<file path="config.mk">
export PLATFORM = sky130hd
export DESIGN_NAME = dmem_arbiter
export DESIGN_NICKNAME = d
export VERILOG_FILES = /design/src/rtl/dmem_arbiter.sv
export SDC_FILE = /design/constraint.sdc
export NUM_CORES = 1
export LEC_CHECK = 0
export ABC_AREA = 1
export CAP_MARGIN = 20
export CORE_AREA = 4 4 89 174
export CTS_CLUSTER_SIZE = 40
export DETAILED_ROUTE_END_ITERATION = 7
export DIE_AREA = 0 0 93 178
export MAX_ROUTING_LAYER = met4
export PLACE_DENSITY = 0.83
export SLEW_MARGIN = 15
export SYNTH_ARGS = -nofsm -noshare
export SYNTH_HDL_FRONTEND = slang
export SYNTH_SLANG_ARGS = --single-unit
</file>
<file path="constraint.sdc">
create_clock -name clk -period 2.6 [get_ports clk]
set_clock_uncertainty 0.2 [all_clocks]
set_input_delay 0.78 -clock clk [delete_from_list [all_inputs] [get_ports clk]]
set_output_delay 0.78 -clock clk [all_outputs]
set_load 0.01 [all_outputs]
</file>
<file path="src/rtl/dmem_arbiter.sv">
// dmem_arbiter: two-requester arbiter in front of a single-port data memory.
// Requester 0 is the CPU, requester 1 is DMA/debug. Each access takes a fixed
// three cycles: grant (IDLE), memory access (ACC), response (RSP).
// Optional build macro DMEM_ARB_RR_EN: when defined, simultaneous requests are
// arbitrated round robin; when undefined, requester 0 always wins.
module dmem_arbiter #(
  parameter int DMEM_BYTES = 4096
) (
  input  logic        clk,
  input  logic        reset,
  input  logic        m0_req,
  input  logic        m0_we,
  input  logic [31:0] m0_addr,
  input  logic [31:0] m0_wdata,
  input  logic [1:0]  m0_size,
  input  logic        m0_lu,
  output logic        m0_gnt,
  output logic        m0_rvalid,
  output logic [31:0] m0_rdata,
  output logic        m0_err,
  input  logic        m1_req,
  input  logic        m1_we,
  input  logic [31:0] m1_addr,
  input  logic [31:0] m1_wdata,
  input  logic [1:0]  m1_size,
  input  logic        m1_lu,
  output logic        m1_gnt,
  output logic        m1_rvalid,
  output logic [31:0] m1_rdata,
  output logic        m1_err,
  output logic        mem_we,
  output logic [31:0] mem_a,
  output logic [31:0] mem_wd,
  output logic [1:0]  mem_lwhb,
  output logic [1:0]  mem_swhb,
  output logic        mem_lu,
  input  logic [31:0] mem_rd
);

  typedef enum logic [1:0] {IDLE = 2'd0, ACC = 2'd1, RSP = 2'd2} state_t;

  // Extra bit so the range check stays correct even for a 4 GiB memory.
  localparam logic [32:0] ADDR_LIMIT = 33'(DMEM_BYTES);

  state_t      state;
  state_t      state_next;

  logic        grant_vld;
  logic        grant_sel;

  logic        sel_we;
  logic [31:0] sel_addr;
  logic [31:0] sel_wdata;
  logic [1:0]  sel_size;
  logic        sel_lu;
  logic        sel_err;

  logic        cap_we;
  logic [31:0] cap_addr;
  logic [31:0] cap_wdata;
  logic [1:0]  cap_size;
  logic        cap_lu;
  logic        cap_err;
  logic        cap_sel;
  logic [31:0] rsp_data;

`ifdef DMEM_ARB_RR_EN
  logic        last_gnt;
`endif

  // Pick the winner among active requests; a grant can only happen in IDLE.
  always_comb begin
    grant_vld = (state == IDLE) && (m0_req || m1_req) && !reset;
    grant_sel = 1'b0;
    if (m0_req && m1_req) begin
`ifdef DMEM_ARB_RR_EN
      grant_sel = ~last_gnt;
`else
      grant_sel = 1'b0;
`endif
    end else if (m1_req) begin
      grant_sel = 1'b1;
    end
  end

  // Route the winning request's fields and classify it as erroneous or not.
  always_comb begin
    sel_we    = grant_sel ? m1_we    : m0_we;
    sel_addr  = grant_sel ? m1_addr  : m0_addr;
    sel_wdata = grant_sel ? m1_wdata : m0_wdata;
    sel_size  = grant_sel ? m1_size  : m0_size;
    sel_lu    = grant_sel ? m1_lu    : m0_lu;
    sel_err   = (sel_size == 2'b00) ||
                ({1'b0, sel_addr} >= ADDR_LIMIT) ||
                ((sel_size == 2'b10) && sel_addr[0]) ||
                ((sel_size == 2'b11) && (sel_addr[1:0] != 2'b00));
  end

  // State register.
  always_ff @(posedge clk) begin
    if (reset) state <= IDLE;
    else       state <= state_next;
  end

  // Next-state logic: the access sequence never stalls once granted.
  always_comb begin
    state_next = state;
    case (state)
      IDLE:    state_next = grant_vld ? ACC : IDLE;
      ACC:     state_next = RSP;
      RSP:     state_next = IDLE;
      default: state_next = IDLE;
    endcase
  end

  // Capture the granted request, latch the read data leaving ACC, track last grant.
  always_ff @(posedge clk) begin
    if (reset) begin
      cap_we    <= 1'b0;
      cap_addr  <= '0;
      cap_wdata <= '0;
      cap_size  <= 2'b00;
      cap_lu    <= 1'b0;
      cap_err   <= 1'b0;
      cap_sel   <= 1'b0;
      rsp_data  <= '0;
`ifdef DMEM_ARB_RR_EN
      last_gnt  <= 1'b1;
`endif
    end else begin
      if (grant_vld) begin
        cap_we    <= sel_we;
        cap_addr  <= sel_addr;
        cap_wdata <= sel_wdata;
        cap_size  <= sel_size;
        cap_lu    <= sel_lu;
        cap_err   <= sel_err;
        cap_sel   <= grant_sel;
`ifdef DMEM_ARB_RR_EN
        last_gnt  <= grant_sel;
`endif
      end
      if (state == ACC) begin
        rsp_data <= (cap_we || cap_err) ? 32'h0 : mem_rd;
      end
    end
  end

  // Drive grant, memory and response outputs; everything idles at 0 during reset.
  always_comb begin
    m0_gnt    = 1'b0;
    m1_gnt    = 1'b0;
    m0_rvalid = 1'b0;
    m1_rvalid = 1'b0;
    m0_rdata  = '0;
    m1_rdata  = '0;
    m0_err    = 1'b0;
    m1_err    = 1'b0;
    mem_we    = 1'b0;
    mem_a     = '0;
    mem_wd    = '0;
    mem_lwhb  = 2'b00;
    mem_swhb  = 2'b00;
    mem_lu    = 1'b0;
    if (!reset) begin
      case (state)
        IDLE: begin
          m0_gnt = grant_vld && !grant_sel;
          m1_gnt = grant_vld && grant_sel;
        end
        ACC: begin
          mem_we   = cap_we && !cap_err;
          mem_a    = cap_addr;
          mem_wd   = cap_wdata;
          mem_lu   = cap_lu;
          mem_lwhb = cap_we ? 2'b00 : cap_size;
          mem_swhb = cap_we ? cap_size : 2'b00;
        end
        RSP: begin
          if (cap_sel) begin
            m1_rvalid = 1'b1;
            m1_rdata  = rsp_data;
            m1_err    = cap_err;
          end else begin
            m0_rvalid = 1'b1;
            m0_rdata  = rsp_data;
            m0_err    = cap_err;
          end
        end
        default: ;
      endcase
    end
  end

endmodule

</file>
==> results of run 1 <==
sequential cells by signal, summed over array words and instances, names as in the netlist:
| name | count |
|---|---|
| cap_addr | 32 |
| cap_err | 1 |
| cap_lu | 1 |
| cap_sel | 1 |
| cap_size | 2 |
| cap_wdata | 32 |
| cap_we | 1 |
| rsp_data | 32 |
| state | 2 |
cells by family (layout without fill, tap and decap cells):
kind of cell | count (synthesis) | count (layout) | share of synthesized area, %
compound gates | 134 | 134 | 14.14
buf+inv | 171 | 497 | 13.29
simple gates | 446 | 446 | 33.02
flops | 104 | 104 | 39.55
per-layer routing:
layer	GRT usage, %	vias up
met4	10.09	0
met5	-	-
met2	45.08	233
met3	3.588	54
li1	-	3253
met1	25.23	2929
area by class of cell:
| class | count | area (um2) | share of cell area, % |
|---|---|---|---|
| inverter | 117 | 454.2 | 4.919 |
| clock inverter | 5 | 65.06 | 0.7047 |
| sequential | 104 | 2085 | 22.58 |
| multi-input combinational | 580 | 2879 | 31.18 |
| tap | 189 | 236.5 | 2.561 |
| timing repair buffer | 364 | 3281 | 35.53 |
| clock buffer | 11 | 232.7 | 2.521 |
worst max-delay path, stage by stage:
cell	delay (ns)
buf_12	0.12
nor3_4	0.23
clkinv_4	0.12
buf_12	0.15
buf_16	0.13
nor2_4	0.09
buf_6	0.12
worst max path at each step:
stage	slack, ns	depth (start not counted)	to
4_1_cts	-0.11	6	m1_rdata[8]
6_report	-0.14	7	m0_rdata[22]
2_1_floorplan	-0.02	5	m0_rdata[10]
5_1_grt	-0.18	7	m0_rdata[12]
3_3_place_gp	-0.68	4	m1_gnt
3_5_place_dp	-0.71	4	m1_gnt
cells in the final DEF (no fill, tap or decap), types with 31 or more instances in the layout:
cell and instances:
a21oi_1 63, a31oi_1 33, buf_2 89, buf_4 36, buf_6 33, clkdlybuf4s50_1 168, dfxtp_1 102, inv_1 111
nand2_1 264, nor2_1 78, nor2_2 42, nor2_4 37, o21ai_0 31
power by group:
| part | switching [uW] | internal (uW) | total (uW) |
|---|---|---|---|
| combinational | 452 | 447 | 899 |
| clock | 618 | 759 | 1380 |
| sequential | 54.6 | 1710 | 1760 |
stage by stage:
step                cell area, um2  setup WS [ns]  hold slack [ns]
floorplan                     5489       -0.01827           0.2270
global placement              8897        -0.6840           0.2364
detailed placement            8897        -0.7139           0.2407
CTS                           9084        -0.1085           0.2522
global route                  9233        -0.1842           0.2697
finish                        9233        -0.1428           0.2491
timing repair:
item	4_1_cts	5_1_grt
gates resized for setup	517	128
buffers inserted	4	4
setup endpoints to repair	140	114
cloned	6	1
pin swaps	3	3
==> flow_summary.json, run 1 <==
{
  "status": "finished, violations left",
  "failing_checks": "negative setup slack",
  "number_of_register_bits_inferred_by_synthesis": 104,
  "highest-signal-layer": "met4",
  "ys_warn_count": 0,
  "die_x_um": 93,
  "detailroute.wirelength.met3_um": 1153,
  "synth_sequential_area_ratio_pct": 39.55,
  "final_slew_violations": 0,
  "reg2reg_from": "state[1]",
  "boundaryPins": 312,
  "worstSetupPathType": "input pin to primary output",
  "drc_errors": 0,
  "globalRouteTotalUtil_pct": 24.32,
  "tightestPinTransition_ns": 0.6371,
  "grt_max_degree": 63,
  "floorplan.die_area_um2": 16550,
  "wl_per_cell_um": 15.45,
  "final_nets": 1348,
  "mean_cell_area_of_the_mapped_netlist_um2": 6.156,
  "yosys.area.top_type": "dfxtp_1",
  "drv.max_cap_violation_count": 0,
  "worstHoldPathType": "register to register",
  "finalCoreUtilization_pct": 65.74,
  "viasPerCell": 4.722,
  "place.detailed.hpwl_um": 15280,
  "power_uw": 4041,
  "grt_pass1_vias": 6106,
  "pwr_density_nw_per_um2": 437.6,
  "grt_first_pass_wirelength_um": 30590,
  "critical_path.max_fanout": 8,
  "start_util_pct": 37.48,
  "critical_path_at_ns": 1.76,
  "synth.cells.most_frequent": "nand2_1, nor2_1, inv_1",
  "final_antenna_net_count": 0,
  "synth-edff-count": 0,
  "drt-total-wl_um": 21160,
  "rows": 61,
  "timing.setup.tns_ns": -3.768,
  "rsz0062_at_grt": "true",
  "globalRoute.totalOverflow": 0,
  "antenna_found_initial": 0,
  "synthToLayoutAreaGrowth_pct": 75.40,
  "async_reset_ff_share_pct": 0,
  "routed-via-count": 6469,
  "tritoncts": "done",
  "clock_latency_at_the_later_pin_of_the_worst_skew_pair_ns": 0.33,
  "netlist.area_leader.share_pct": 39.55,
  "nFillCells": 1269,
  "final.period_utilization_pct": 105.5,
  "holdPathStages": 2,
  "synthesis.area_um2": 5264,
  "dieHeight_um": 178,
  "reg2reg_to": "cap_addr[10]",
  "final-instance-count-excl-fill": 1370,
  "finalWorstSetupSlack_ns": -0.1428,
  "placement.io_buffers": 311,
  "timing.critical_path.from": "reset",
  "postSynth.topFlopCell": "dfxtp_1",
  "numCtsBuffers": 9,
  "worstHoldEndpoint": "cap_addr[15]",
  "route.layer.met1.wl_um": 7354,
  "ir_drop_v": 0.0004487,
  "timing.fmax_mhz": 364.6,
  "p_leak_uw": 0.003802,
  "drtIter0Drc": 241,
  "root_buffer": "clkbuf_16",
  "placed_cells": 1340,
  "final-hold-violation-count": 0,
  "reg2reg_slack_ns": 0.65,
  "core_region_area_um2": 14040,
  "cts-htree-levels": 3,
  "report.final.setup_viol": 33,
  "clock_sink_count": 104,
  "post_cts_hold_buffers": 0,
  "maxSlewHeadroom_pct": 57.52,
  "clk_transition_reported_paths_ns": 0.07,
  "r2r_cells": 8,
  "synthCells": 855,
  "critPathCaptureType": "primary output",
  "dr_wl_met2_um": 11650,
  "worstSetupStartpointType": "input pin",
  "diodes": 0,
  "top_cells_by_area_synth": "dfxtp_1, nand2_1, nor2_1, inv_1, a21oi_1",
  "synth_fp_nets": 1027,
  "cts.path.max_buffers": 2,
  "synth_cell_types": 23,
  "drt_first_pass_iters": 4,
  "cp.required_ns": 1.62,
  "holdCritStartpoint": "cap_addr[15]",
  "drive_gt1_share_pct": 25.66,
  "yosys.cell_count.top_type": "nand2_1",
  "final_period_minus_worst_setup_slack_ns": 2.743,
  "gp_congestion": 0.8621
}
Note: power is estimated with default switching activity, not from simulation.
==> run 2: changes to the inputs <==
--- a/config.mk
+++ b/config.mk
@@ -5,12 +5,11 @@
 export SDC_FILE = /design/constraint.sdc
 export NUM_CORES = 1
 export LEC_CHECK = 0
-export ABC_AREA = 1
 export CAP_MARGIN = 20
-export CORE_AREA = 4 4 89 174
+export CORE_AREA = 4 4 88 172
 export CTS_CLUSTER_SIZE = 40
 export DETAILED_ROUTE_END_ITERATION = 7
-export DIE_AREA = 0 0 93 178
+export DIE_AREA = 0 0 92 176
 export MAX_ROUTING_LAYER = met4
 export PLACE_DENSITY = 0.83
 export SLEW_MARGIN = 15
==> run 2 against run 1 <==
  * The run still ends with negative setup slack left
  * Sequential cell count did not move
  * Area after synthesis shrank 4.4%
  * Core utilization up 2.2 points
  * Worst hold slack better by 0.046 ns
  * Clock-buffer cell count down 1
  * Highest routed layer unchanged
==> flow_summary.json, run 2 <==
{
  "tritoncts": "done",
  "share_clk_of_total_power_pct": 35.1,
  "root_buffer": "clkbuf_16",
  "antenna_found_initial": 1,
  "wl_per_cell_um": 19.73,
  "synth_fp_nets": 744,
  "drc_errors": 0,
  "highest-signal-layer": "met4",
  "grt_pass1_vias": 5477,
  "pwr_density_nw_per_um2": 433.8,
  "grt_first_pass_wirelength_um": 29880,
  "final-hold-violation-count": 0,
  "final.period_utilization_pct": 107.0,
  "cts-htree-levels": 3,
  "top_cells_by_area_synth": "dfxtp_1, and2_1, nor2_1, mux2i_1, a222oi_1",
  "final_cell_mix": "clkdlybuf4s50_1, buf_6, nor2_1",
  "globalRouteTotalUtil_pct": 24.31,
  "drt_first_pass_iters": 8,
  "floorplan.die_area_um2": 16190,
  "synth_sequential_area_ratio_pct": 41.39,
  "timing.fmax_mhz": 359.3,
  "holdPathStages": 2,
  "power.switching_fraction_pct": 26.62,
  "placement.io_buffers": 311,
  "critPathCaptureType": "primary output",
  "report.final.setup_viol": 80,
  "die_x_um": 92,
  "detailroute.wirelength.met3_um": 1337,
  "reg2reg_slack_ns": 0.63,
  "clock_latency_at_the_later_pin_of_the_worst_skew_pair_ns": 0.34,
  "netlist.area_leader.share_pct": 41.39,
  "route.layer.met1.wl_um": 7417,
  "final_period_minus_worst_setup_slack_ns": 2.783,
  "postSynth.topFlopCell": "dfxtp_1",
  "drt-total-wl_um": 21650,
  "viasPerCell": 5.139,
  "worstSetupStartpointType": "input pin",
  "critPathMostFrequentCell": "buf_6",
  "number_of_register_bits_inferred_by_synthesis": 104,
  "sequentialPowerShare_pct": 43.5,
  "rsz0062_at_grt": "true",
  "dr_wl_met2_um": 12100,
  "final_antenna_net_count": 0,
  "drtIter0Drc": 299,
  "netSwitchingPower_uw": 1090,
  "cp.required_ns": 1.62,
  "comb_power_share_pct": 21.3,
  "r2r_cells": 6,
  "timing.setup.tns_ns": -8.236,
  "critical_path.max_fanout": 6,
  "boundaryPins": 312,
  "tightestPinTransition_ns": 0.6477,
  "worst_path_cell_chain": "buf_12 > nor4b_4 > buf_6 > buf_8 > clkbuf_16 > and2_4 > buf_6",
  "synth-edff-count": 0,
  "async_reset_ff_share_pct": 0,
  "yosys.area.top_type": "dfxtp_1",
  "reg2reg_from": "state[0]",
  "gp_congestion": 0.8753,
  "layout_commonest_cell": "clkdlybuf4s50_1",
  "routed-via-count": 5638,
  "reg2reg_to": "cap_wdata[14]",
  "cts.path.max_buffers": 2,
  "clk_transition_reported_paths_ns": 0.07,
  "drive_gt1_share_pct": 35.39,
  "yosys.cell_count.top_type": "and2_1",
  "holdCritStartpoint": "cap_wdata[10]",
  "failing_checks": "negative setup slack",
  "dieHeight_um": 176,
  "crit_path_top_delay_cell": "nor4b_4",
  "drv.max_cap_violation_count": 0,
  "worstHoldEndpoint": "cap_wdata[10]",
  "finalWorstSetupSlack_ns": -0.1828,
  "largestRegisters": "cap_addr (32), cap_wdata (32), rsp_data (32)",
  "mean_cell_area_of_the_mapped_netlist_um2": 8.793,
  "grt_max_degree": 57,
  "cp.buffers_inverters": 5,
  "worstSetupPathType": "input pin to primary output",
  "rows": 61,
  "maxSlewHeadroom_pct": 56.82,
  "synthCells": 572,
  "numCtsBuffers": 9,
  "worstHoldPathType": "register to register",
  "final_nets": 1074,
  "p_leak_uw": 0.004166,
  "critical_path_at_ns": 1.80,
  "ys_warn_count": 0,
  "ir_drop_v": 0.0003796,
  "final_slew_violations": 0,
  "nFillCells": 1076,
  "critical_path.max_stage_delay_ns": 0.25,
  "core_region_area_um2": 13890,
  "synth.cells.most_frequent": "and2_1, nor2_1, dfxtp_1",
  "clock_sink_count": 104,
  "place.detailed.hpwl_um": 14550,
  "start_util_pct": 36.21,
  "synth_cell_types": 35,
  "synthToLayoutAreaGrowth_pct": 87.76,
  "synthesis.area_um2": 5030,
  "globalRoute.totalOverflow": 0,
  "status": "finished, violations left",
  "finalCoreUtilization_pct": 67.99,
  "critical-path-top-delay-family": "buffers and inverters",
  "cell_internal_pwr_uw": 3006
}
## run 2: changes by cell type after synthesis, sizes merged, moves of 36 or more
cell | previous run | this run
mux2i | 0 | 36
nor2 | 157 | 108
a21oi | 63 | 3
inv | 117 | 1
and2 | 0 | 131
nand2 | 266 | 4
## run 2: worst max-delay path by stage
stage	startpoint	to	slack, ns	cells after the start
6_report	reset	m0_rdata[1]	-0.18	7
5_1_grt	reset	m0_rdata[1]	-0.22	7
4_1_cts	reset	m0_rdata[25]	-0.17	8
3_5_place_dp	reset	m0_rdata[16]	-0.55	5
3_3_place_gp	m0_req	m1_gnt	-0.54	4
2_1_floorplan	reset	m0_rdata[22]	-0.01	4
## run 2: routing by layer
metal / vias up / track usage (%)
li1: 2694 / -
met1: 2653 / 25.51
met2: 248 / 44.63
met3: 43 / 3.369
met4: 0 / 10.67
met5: - / -
## run 2: worst register-to-register path: cells and delay by family (launching register included)
| family | cells | cell delay (ns) |
|---|---|---|
| DFF | 1 | 0.35 |
| and+or+nand+nor | 3 | 0.60 |
| AOI/OAI and AO/OA | 1 | 0.23 |
| buffers and inverters | 2 | 0.53 |
## run 2: cells by family (layout without fill, tap and decap cells)
| kind of cell | count (synthesis) | count (layout) | synth area share, % |
|---|---|---|---|
| AND/OR/NAND/NOR | 267 | 267 | 28.31 |
| AO/OA/AOI/OAI | 109 | 109 | 17.81 |
| flip-flops | 104 | 104 | 41.39 |
| buffers and inverters | 56 | 391 | 5.323 |
| multiplexers | 36 | 36 | 7.164 |
| other | 0 | 1 | 0 |
## run 2: area by class of cell
class / instances / area, um2 / share of cell area (%)
timing repair buffer: 373 / 3837 / 40.63
multi-input combinational: 412 / 2962 / 31.36
sequential: 104 / 2083 / 22.06
clock buffer: 10 / 239.0 / 2.530
tap: 189 / 236.5 / 2.504
clock inverter: 6 / 75.07 / 0.7949
inverter: 2 / 8.758 / 0.09274
antenna: 1 / 2.502 / 0.02650
## run 2: repair_timing
item                       4_1_cts  5_1_grt
hold buffers                     0        0
resized for setup              590      193
pin swaps                       20       18
gates cloned                     6        8
setup endpoints to repair      140      121
buffers inserted                17        6
## run 2: stage by stage
| stage | instances | hold WS, ns | total power [uW] | setup WS [ns] | instance area (um2) |
|---|---|---|---|---|---|
| after floorplan | 572 | 0.2592 | 2155 | -0.009821 | 5061 |
| after global placement | 1050 | 0.2698 | 2593 | -0.5422 | 8461 |
| after detailed placement | 1050 | 0.2780 | 2611 | -0.5499 | 8461 |
| after CTS | 1089 | 0.2953 | 4088 | -0.1742 | 8635 |
| after global routing | 1097 | 0.3207 | 4263 | -0.2166 | 9444 |
| final | 1097 | 0.2946 | 4097 | -0.1828 | 9444 |
## run 2: power groups by stage
stage	clock network, uW	registers (uW)	logic (uW)
2_1_floorplan	0	1790	367
3_3_place_gp	0	1800	789
3_5_place_dp	0	1810	801
4_1_cts	1470	1770	840
5_1_grt	1520	1800	943
6_report	1440	1780	875
==> run 3: changes to the inputs <==
--- a/config.mk
+++ b/config.mk
@@ -16,3 +16,4 @@
 export SYNTH_ARGS = -nofsm -noshare
 export SYNTH_HDL_FRONTEND = slang
 export SYNTH_SLANG_ARGS = --single-unit
+export TNS_END_PERCENT = 5
==> run 3 against run 2 <==
  * The run still ends with negative setup slack left
  * Worst setup slack gained 0.010 ns
  * Routed wire length shrank 9.2%
  * Sequential cell count is the same
==> flow_summary.json, run 3 (synthesized netlist as in run 2, its figures left out) <==
{
  "status": "finished, violations left",
  "failing_checks": "negative setup slack",
  "worstSetupStartpointType": "input pin",
  "report.final.setup_viol": 66,
  "grt_max_degree": 68,
  "final_cell_mix": "clkdlybuf4s50_1, buf_2, and2_1",
  "ir_drop_v": 0.0002949,
  "nFillCells": 1276,
  "start_util_pct": 36.21,
  "dieHeight_um": 176,
  "cts-htree-levels": 3,
  "drv.max_cap_violation_count": 0,
  "worstSetupPathType": "input pin to primary output",
  "finalWorstSetupSlack_ns": -0.1725,
  "drive_gt1_share_pct": 25.00,
  "final-instance-count-excl-fill": 1073,
  "drt_first_pass_iters": 6,
  "floorplan.die_area_um2": 16190,
  "grt_pass1_vias": 5357,
  "tightestPinTransition_ns": 0.7419,
  "largestRegisters": "cap_addr (32), cap_wdata (32), rsp_data (32)",
  "clock_sink_count": 104,
  "wl_per_cell_um": 18.32,
  "core_region_area_um2": 13890,
  "layout_commonest_cell": "clkdlybuf4s50_1",
  "placement.io_buffers": 311,
  "globalRoute.totalOverflow": 0,
  "grt_first_pass_wirelength_um": 29100,
  "drt-total-wl_um": 19660,
  "final_period_minus_worst_setup_slack_ns": 2.773,
  "critical_path_at_ns": 1.79,
  "diodes": 0,
  "place.detailed.hpwl_um": 14550,
  "final_antenna_net_count": 0,
  "rsz0062_at_grt": "true",
  "cts.path.max_buffers": 2,
  "post-route-cell-area_um2": 8381,
  "synthToLayoutAreaGrowth_pct": 66.62,
  "pwr_density_nw_per_um2": 462.1,
  "drtIter0Drc": 281,
  "viasPerCell": 5.045,
  "tritoncts": "done",
  "gp_congestion": 0.8318,
  "detailedPlace.worstSlack_ns": -0.5450,
  "critical_path.max_fanout": 8,
  "die_x_um": 92,
  "globalRouteTotalUtil_pct": 23.69,
  "clock_latency_at_the_later_pin_of_the_worst_skew_pair_ns": 0.34,
  "timing.fmax_mhz": 360.7,
  "clk_transition_reported_paths_ns": 0.07,
  "rows": 61,
  "worstHoldPathType": "register to register",
  "boundaryPins": 312,
  "routed-via-count": 5413,
  "power_uw": 3873,
  "drc_errors": 0,
  "antenna_found_initial": 0,
  "timing.setup.tns_ns": -6.458,
  "final-hold-violation-count": 0,
  "final_slew_violations": 0,
  "post_dp_cell_area_um2": 8403,
  "critPathCaptureType": "primary output",
  "numCtsBuffers": 9,
  "maxSlewHeadroom_pct": 50.54,
  "final_nets": 1051,
  "p_leak_uw": 0.003822,
  "final.period_utilization_pct": 106.6,
  "root_buffer": "clkbuf_16",
  "cp.required_ns": 1.62,
  "placed_cells": 1044
}
run 3: cell count changes in the layout (fill, tap and decap cells not counted), sizes merged:
| cell | before | now |
|---|---|---|
| buf | 190 | 176 |
| clkbuf | 19 | 12 |
| dlygate4sd2 | 6 | 2 |
| clkdlybuf4s15 | 0 | 2 |
| bufinv | 1 | 0 |
| clkinvlp | 0 | 1 |
| diode | 1 | 0 |
| dlygate4sd1 | 0 | 1 |
| inv | 4 | 3 |
run 3: final cells by class:
type                            count  area (um2)  share of cell area [%]
Sequential cell                   104        2083                   24.86
Clock buffer                       11       242.7                   2.896
Multi-Input combinational cell    412        2764                   32.98
Inverter                            2       8.758                  0.1045
Clock inverter                      5       38.79                  0.4628
Timing Repair Buffer              350        3007                   35.88
Tap cell                          189       236.5                   2.822
run 3: final timing paths:
path,to,from,slack (ns),depth (start not counted)
max reg2reg,cap_wdata[20],state[0],0.65,6
min reg2reg,cap_addr[13],cap_addr[13],0.29,2
min,cap_addr[13],cap_addr[13],0.29,2
max,m0_rdata[19],reset,-0.17,6
run 3: what timing repair did:
action                                  in CTS  in global routing
setup buffers                                9                  1
endpoints found under the setup margin     140                 89
pin swaps                                   10                  4
hold buffers                                 0                  0
gates resized for setup                    544                 70
gates cloned                                 5                  1
run 3: per-layer routing:
layer  vias to the layer above  global-route usage [%]  share of wire (%)
met1                      2527                   23.78                 35
met3                        31                   4.606                6.1
met2                       202                   44.38                 56
met4                         0                   9.181                3.0
met5                         -                       -                  0
li1                       2653                       -                  -
run 3: power breakdown:
part	internal [uW]	switching, uW	total (uW)
Sequential	1710	65.0	1770
Clock	684	612	1300
Combinational	458	345	803
Total	2850	1020	3870
run 3: metrics by stage:
step | hold slack, ns | util [%]
3_3_place_gp | 0.2692 | 60.49
4_1_cts | 0.2959 | 60.79
5_1_grt | 0.3135 | 60.33
3_5_place_dp | 0.2781 | 60.49
2_1_floorplan | 0.2592 | -
6_report | 0.2936 | 60.33
run 3: worst max-delay path: stages:
cell and delay [ns]:
buf_12 0.12, nor4b_4 0.28, buf_4 0.20, clkbuf_16 0.15
and2_1 0.13, buf_2 0.13
